==> config.mk <==
export PLATFORM = sky130hd
export DESIGN_NAME = lakespec_cfg_loader
export DESIGN_NICKNAME = d
export VERILOG_FILES = /design/src/rtl/lakespec_cfg_loader.sv
export SDC_FILE = /design/constraint.sdc
export NUM_CORES = 1
export LEC_CHECK = 0
export ABC_AREA = 1
export ABC_CLOCK_PERIOD_IN_PS = 2650
export CAP_MARGIN = 25
export CORE_MARGIN = 10
export CORE_UTILIZATION = 40
export CTS_CLUSTER_DIAMETER = 60
export CTS_CLUSTER_SIZE = 20
export DETAILED_ROUTE_END_ITERATION = 10
export GPL_ROUTABILITY_DRIVEN = 0
export PLACE_DENSITY = 0.69
export SLEW_MARGIN = 20
export SYNTH_ARGS = -nofsm -noshare
export SYNTH_HDL_FRONTEND = slang
export SYNTH_SLANG_ARGS = --single-unit
==> constraint.sdc <==
create_clock -name clk -period 2.65 [get_ports clk]
set_input_delay 0.6625 -clock clk [delete_from_list [all_inputs] [get_ports clk]]
set_output_delay 0.6625 -clock clk [all_outputs]
set_load 0.05 [all_outputs]
==> src/rtl/lakespec_cfg_loader.sv <==
// Word-serial configuration loader: assembles config words in a shadow
// register and commits the full image atomically, then flushes lakespec.
module lakespec_cfg_loader #(
    parameter int unsigned CONFIG_MEMORY_SIZE = 512,
    parameter int unsigned WORD_WIDTH         = 32,
    parameter int unsigned FLUSH_CYCLES       = 4
) (
    input  logic                          clk,
    input  logic                          rst_n,
    input  logic                          cfg_start,
    input  logic                          cfg_valid,
    output logic                          cfg_ready,
    input  logic [WORD_WIDTH-1:0]         cfg_data,
    output logic [CONFIG_MEMORY_SIZE-1:0] config_memory,
    output logic                          flush_out,
    output logic                          cfg_loaded,
    output logic                          busy,
    output logic [$clog2((CONFIG_MEMORY_SIZE + WORD_WIDTH - 1) / WORD_WIDTH + 1)-1:0] word_idx
);

    localparam int unsigned NUM_WORDS = (CONFIG_MEMORY_SIZE + WORD_WIDTH - 1) / WORD_WIDTH;
    localparam int unsigned IDX_W     = $clog2(NUM_WORDS + 1);
    localparam int unsigned CNT_W     = $clog2(FLUSH_CYCLES + 1);
    // Shadow is padded to whole words; bits above CONFIG_MEMORY_SIZE are never committed.
    localparam int unsigned PAD_W     = NUM_WORDS * WORD_WIDTH;

    typedef enum logic [1:0] {
        ST_IDLE   = 2'd0,
        ST_LOAD   = 2'd1,
        ST_COMMIT = 2'd2,
        ST_FLUSH  = 2'd3
    } state_e;

    state_e                        state_q, state_d;
    logic [PAD_W-1:0]              shadow_q, shadow_d;
    logic [CONFIG_MEMORY_SIZE-1:0] cfg_mem_q, cfg_mem_d;
    logic                          loaded_q, loaded_d;
    logic [IDX_W-1:0]              idx_q, idx_d;
    logic [CNT_W-1:0]              cnt_q, cnt_d;

    // State and datapath registers.
    always_ff @(posedge clk or negedge rst_n) begin
        if (!rst_n) begin
            state_q   <= ST_IDLE;
            shadow_q  <= '0;
            cfg_mem_q <= '0;
            loaded_q  <= 1'b0;
            idx_q     <= '0;
            cnt_q     <= '0;
        end else begin
            state_q   <= state_d;
            shadow_q  <= shadow_d;
            cfg_mem_q <= cfg_mem_d;
            loaded_q  <= loaded_d;
            idx_q     <= idx_d;
            cnt_q     <= cnt_d;
        end
    end

    // Next-state and datapath update; restart in LOAD takes priority over word acceptance.
    always_comb begin
        state_d   = state_q;
        shadow_d  = shadow_q;
        cfg_mem_d = cfg_mem_q;
        loaded_d  = loaded_q;
        idx_d     = idx_q;
        cnt_d     = cnt_q;
        case (state_q)
            ST_IDLE: begin
                if (cfg_start) begin
                    state_d  = ST_LOAD;
                    idx_d    = '0;
                    shadow_d = '0;
                end
            end
            ST_LOAD: begin
                if (cfg_start) begin
                    idx_d    = '0;
                    shadow_d = '0;
                end else if (cfg_valid) begin
                    for (int k = 0; k < int'(NUM_WORDS); k++) begin
                        if (idx_q == IDX_W'(k)) begin
                            shadow_d[k*WORD_WIDTH +: WORD_WIDTH] = cfg_data;
                        end
                    end
                    idx_d = idx_q + IDX_W'(1);
                    if (idx_q == IDX_W'(NUM_WORDS - 1)) begin
                        state_d = ST_COMMIT;
                    end
                end
            end
            ST_COMMIT: begin
                cfg_mem_d = shadow_q[CONFIG_MEMORY_SIZE-1:0];
                loaded_d  = 1'b1;
                cnt_d     = CNT_W'(FLUSH_CYCLES);
                state_d   = ST_FLUSH;
            end
            ST_FLUSH: begin
                if (cnt_q <= CNT_W'(1)) begin
                    cnt_d   = '0;
                    state_d = ST_IDLE;
                end else begin
                    cnt_d = cnt_q - CNT_W'(1);
                end
            end
            default: begin
                state_d = ST_IDLE;
            end
        endcase
    end

    // Moore outputs decoded from registered state.
    assign cfg_ready     = (state_q == ST_LOAD);
    assign busy          = (state_q != ST_IDLE);
    assign flush_out     = (state_q == ST_FLUSH);
    assign config_memory = cfg_mem_q;
    assign cfg_loaded    = loaded_q;
    assign word_idx      = idx_q;

endmodule

---- After elaboration in Yosys (flattened, before gate mapping) ----
Index checks and enable logic that the tools add are counted.
word-level totals
  register bits after elaboration ......... 1035
  bits of input ports ..................... 36
  word-level logic and storage cells ...... 119
operators by class
  add/subtract/negate cells ............... 2
  magnitude comparators ................... 1
  equal/unequal tests ..................... 40
  multiplexer cells ....................... 32
  reduce and logical (&&, ||, !) cells .... 23
operators by type and width
  cell                 number
  $mux 512             3
  $pmux 512 s2         1
  $mux 32              16
  $reduce_and 4->1     16
  $ne 3x2->1 const B   16
  $eq 5x4->1 const B   8
  $eq 5x3->1 const B   4
  $mux 5               3
  $eq 5x2->1 const B   2
  $mux 2               5
  $pmux 5 s2           1
  $pmux 2 s4           1
  $ne 2x2->1 const B   3
  $pmux 3 s2           1
  $reduce_bool 2->1    3
  $add 5x1->5 const B  1
  $eq 5x1->1 const B   1
  $logic_not 5->1      1
  $reduce_and 5->1     1
  $eq 2x2->1 const B   2
  $ne 2x1->1 const B   2
  $le 3x1->1 const B   1
  $mux 3               1
  $ne 3x3->1 const B   1
  4 further kinds      4

---- Longest topological paths before layout ----
  depth after elaboration ................. 5
  depth in mapped cells ................... 12
  depth with buffers taken out ............ 10

---- Worst setup path after synthesis ----
No wires, ideal clock.
  path type ............................... register to register
  from .................................... register state_q[1]
  to ...................................... register shadow_q[10]
  library setup time ...................... 0.118 ns
  arrival time ............................ 2.172 ns
  slack ................................... 0.360 ns
  stages on the path, launching flop included .. 12
  period minus slack after synthesis ...... 2.290 ns
  cells stage by stage .................... dfrtp_1 inv_1 ha_1 inv_1 nand2_1 nand2_1 nor2_4 buf_6 nand2_2 clkbuf_1 nand3_1 nand2_1
on the way
  longest elaborated chain between the ends .. 3
  elaborated cells on any way between the ends .. 8
  classes of those cells .................. 4 x eq/ne; 1 x mux; 3 x reduce/logical
ends and longest elaborated chain
  element                                       line  RTL
  from (decl)                                   34    state_e state_q, state_d;
  from (signal assigned)                        51    state_q <= state_d;
  $eq 2x1->1 *                                  -
  named net cfg_ready                           12    output logic cfg_ready,
  $ne 3x2->1 (no line) (tied with other cells)  -
  $reduce_and 4->1 (no line)                    -
  to (signal assigned)                          52    shadow_q <= shadow_d;
  to (decl)                                     35    logic [PAD_W-1:0] shadow_q, shadow_d;
Mark *: on every way through the listed nets, which the timed path passes. The rest lies on a longest branch.
A chain may end at the register's enable or synchronous reset.

---- Worst setup path in the final report ----
  from .................................... register cfg_mem_q[75] (netlist: config_memory[75])
  to ...................................... output config_memory[75]
RTL lines
  element                 line  RTL
  from (decl)             36    logic [CONFIG_MEMORY_SIZE-1:0] cfg_mem_q, cfg_mem_d;
  from (signal assigned)  53    cfg_mem_q <= cfg_mem_d;
  to (decl)               14    output logic [CONFIG_MEMORY_SIZE-1:0] config_memory,
No word-level cell between the ends.

==> results.sh <==
export IMPL_vdd_ir_drop_max_mv=0.6882
export IMPL_required_ns=1.99
export IMPL_crit_arrival_ns=1.95
export IMPL_viasPerCell=5.082
export IMPL_fmax_mhz=382.1
export IMPL_cellInternalPower_mw=26.59
export IMPL_dieArea_mm2=0.1131
export IMPL_synthSimpleGateAreaFrac=0.3017
export IMPL_synth_fp_nets=4592
export IMPL_slew_violations=0
export IMPL_ys_async_sr_fraction=1.000
export IMPL_drt_first_pass_iters=6
export IMPL_nets=5106
export IMPL_ys_seq_area_frac=0.6474
export IMPL_hold_violations=0
export IMPL_powerDensity_mw_per_mm2=829.6
export IMPL_worst_setup_path_type="flip-flop to primary output"
export IMPL_synthFlopType="dfrtp_1"
export IMPL_crit_path_end_kind="primary output"
export IMPL_critPathMaxFanout=2
export IMPL_ys_top_cells_by_count="2605 x nand2_1, 1035 x dfrtp_1, 421 x nand3_1"
export IMPL_synth_fa_ha_area_frac=0.003753
export IMPL_ys_seq_elements=1035
export IMPL_fin_setup_tns_ns=0
export IMPL_rsz0062_at_grt="false"
export IMPL_root_buffer="clkbuf_16"
export IMPL_power_total_mw=42.64
export IMPL_gr_total_overflow=0
export IMPL_vias=32579
export IMPL_max_slew_margin=0.4378
export IMPL_hold_class="flip-flop to flip-flop"
export IMPL_cts_made_buffers=86
export IMPL_io_pins=557
export IMPL_core_area_mm2=0.09885
export IMPL_cts_sinks=1035
export IMPL_dieHeight_um=336.2
export IMPL_synth_xor_area_share=0.0002189
export IMPL_power_share_clock=0.317
export IMPL_synth_cells=4544
export IMPL_fp_dieW_um=336.2
export IMPL_yosys_area_top_type="dfrtp_1"
export IMPL_grt_pass1_wl_mm=205.0
export IMPL_synth_compound_area_frac=0.009508
export IMPL_syn_area_mm2=0.04000
export IMPL_yosysTopAreaCellShare=0.6474
export IMPL_grt_max_degree=130
export IMPL_timing_final_crit_share=0.9875
export IMPL_drive_above_1_share=0.06617
export IMPL_startpoint="config_memory[75]"
export IMPL_swShare=0.3764
export IMPL_grt_util_all_layers=0.2382
export IMPL_placed_cells=6256
export IMPL_hpwlAfterDp_mm=90.37
export IMPL_grt_pass1_vias=31903
export IMPL_finalNonFillerCells=6411
export IMPL_cap_violations=0
export IMPL_ys_warn_count=0
export IMPL_period_needed_ns=2.617
export IMPL_outcome="finished clean"
export IMPL_r2r_end="shadow_q[374]"
export IMPL_drt_initial_drc_count=3123
export IMPL_yosys_mux_area_fraction=0
export IMPL_avgRoutedWirePerCell_um=21.46
export IMPL_drc_errors=0
export IMPL_clock_latency_ns=0.68
export IMPL_fin_skew_ns=0.04119
export IMPL_worst_path_buf_inv=1
export IMPL_yosysMostFrequentCell="nand2_1"
export IMPL_rows=115
export IMPL_r2r_start="word_idx[0]"
export IMPL_path_clk_slew_ns=0.08
export IMPL_setup_viol=0
export IMPL_cp_start_kind="flip-flop"
export IMPL_antenna_found_initial=6
export IMPL_synth_avg_cell_area_um2=8.804
export IMPL_crit_chain="clkdlybuf4s50_1"
export IMPL_synth_edf_count=0
export IMPL_reg2reg_slack_ns=0.23
export IMPL_cts_path_max_buffers=3
export IMPL_cp_top_family="buffers and inverters"
export IMPL_wl_mm=137.6
export IMPL_power_switching_mw=16.05
export IMPL_syn2layout_area_growth_pct=28.46
export IMPL_ys_top_cells_by_area="dfrtp_1 65%, nand2_1 24%, nand3_1 5.3%"
export IMPL_portBuffers=556
export IMPL_cp_slowest_cell="clkdlybuf4s50_1"
export IMPL_tightest_slew_ns=0.8369
export IMPL_crit_cells=1
export IMPL_timing_critical_path_to="config_memory[75]"
export IMPL_ys_types=26
export IMPL_p_seq_frac=0.412
export IMPL_cts_tree="done"
export IMPL_start_util=0.4047
export IMPL_r2r_cells=8
export IMPL_leakage_nw=28.27
export IMPL_pwr_share_comb=0.272
export IMPL_cts_max_level=3
export IMPL_ant_nets=0
export IMPL_slowest_delay_ns=0.85
export IMPL_whs_ns=0.4443
export IMPL_nFillCells=9013
export IMPL_synth_top_family_by_area="simple AND/OR/NAND/NOR gates"
## how the worst min path moves through the flow
stage                  startpoint                 end  cells after the start  slack (ns)
2_1_floorplan               rst_n          cfg_loaded                      0        0.37
3_3_place_gp   config_memory[477]  config_memory[477]                      2        0.45
3_5_place_dp   config_memory[363]  config_memory[363]                      2        0.46
4_1_cts             shadow_q[497]  config_memory[497]                      2        0.45
5_1_grt             shadow_q[497]  config_memory[497]                      2        0.48
6_report            shadow_q[497]  config_memory[497]                      2        0.44
## metal layers
layer | vias up | global-route usage | wire length [µm] | share of wire
met5 | - | 0 | 17 | 0.00012
met4 | 2 | 0.1028 | 6544 | 0.048
met3 | 263 | 0.05050 | 11440 | 0.083
met2 | 1277 | 0.3737 | 62140 | 0.45
met1 | 16012 | 0.3174 | 57430 | 0.42
li1 | 15025 | - | - | -
## logic make-up (layout without fill, tap and decap cells)
group	after synthesis	after routing
flip-flops	1035	1035
AO/OA/AOI/OAI	75	75
buffers and inverters	360	939
other	0	1
adder cells (fa/ha/maj)	12	12
AND/OR/NAND/NOR	3061	3061
XOR/XNOR	1	1
## worst register-to-register path: cells and delay by family (launching register included)
family	cells	cell delay [ns]
AND/OR/NAND/NOR	5	1.20
buffers and inverters	2	0.39
adder cells (fa/ha/maj)	1	0.26
flip-flops	1	0.49
## power by group through the flow
stage / sequential, mW / clock, mW / combinational (mW)
finish: 17.5 / 13.5 / 11.6
detailed placement: 17.8 / 0 / 11.7
global placement: 17.8 / 0 / 11.6
floorplan: 18.9 / 0 / 5.12
CTS: 17.5 / 13.7 / 11.7
global route: 17.6 / 14.3 / 12.4
## state kept, by name, indices dropped and copies added (netlist names)
register and flops:
shadow_q 512, state_q 2, cfg_loaded 1, word_idx 5, cnt_q 3, config_memory 512
## cell usage in the layout, fill, tap and decap left out, types with 2 or more instances in the layout
| cell type | netlist | layout |
|---|---|---|
| clkinv_2 | 0 | 4 |
| buf_4 | 15 | 61 |
| inv_12 | 0 | 3 |
| inv_2 | 7 | 5 |
| nand2_1 | 2605 | 2604 |
| clkdlybuf4s50_1 | 0 | 483 |
| buf_12 | 0 | 103 |
| o21ai_1 | 33 | 33 |
| clkinv_1 | 0 | 3 |
| inv_16 | 0 | 3 |
| inv_8 | 0 | 8 |
| nor2_4 | 1 | 2 |
| or2_2 | 2 | 2 |
| nor2_1 | 20 | 19 |
| clkbuf_8 | 0 | 3 |
| dfrtp_1 | 1035 | 1035 |
| dlygate4sd2_1 | 0 | 56 |
| nand3_1 | 421 | 421 |
| clkinv_8 | 0 | 7 |
| clkbuf_16 | 0 | 87 |
| inv_1 | 62 | 59 |
| ha_1 | 12 | 11 |
| o21ai_0 | 39 | 39 |
| clkinvlp_4 | 0 | 9 |
| nand4_1 | 3 | 3 |
| nand2_4 | 2 | 3 |
| inv_6 | 0 | 21 |
| bufinv_16 | 0 | 4 |
| dlymetal6s2s_1 | 0 | 12 |
| clkinv_4 | 0 | 5 |
| nand2_2 | 5 | 5 |
## repair_timing
action | CTS | global route
gates resized for setup | 56 | 14
hold endpoints to repair | 23 | 0
hold buffers | 1 | 0
endpoints found under the setup margin | 56 | 13
buffers inserted | 0 | 0
## layout make-up
class	instances	area, µm²	area share
repair buffers	717	8020	0.1561
diodes	1	2.502	0.00004869
clock buffers	90	2218	0.04317
multi-input cells	3149	12630	0.2458
clock inverters	63	737.0	0.01434
flip-flops and latches	1035	25900	0.5040
inverters	69	269.0	0.005234
well taps	1287	1610	0.03133
## metrics by stage
stage                     instance area (µm²)  setup slack (ns)    util
final                                   51390           0.03316  0.5199
after global placement                  48460           -0.2661  0.4902
after floorplan                         40000            0.3597       -
after CTS                               51360         0.0002183  0.5195
after global routing                    51390          0.001273  0.5199
after detailed placement                48460           -0.2554  0.4902
No activity file was read; power rests on OpenSTA's default activity.
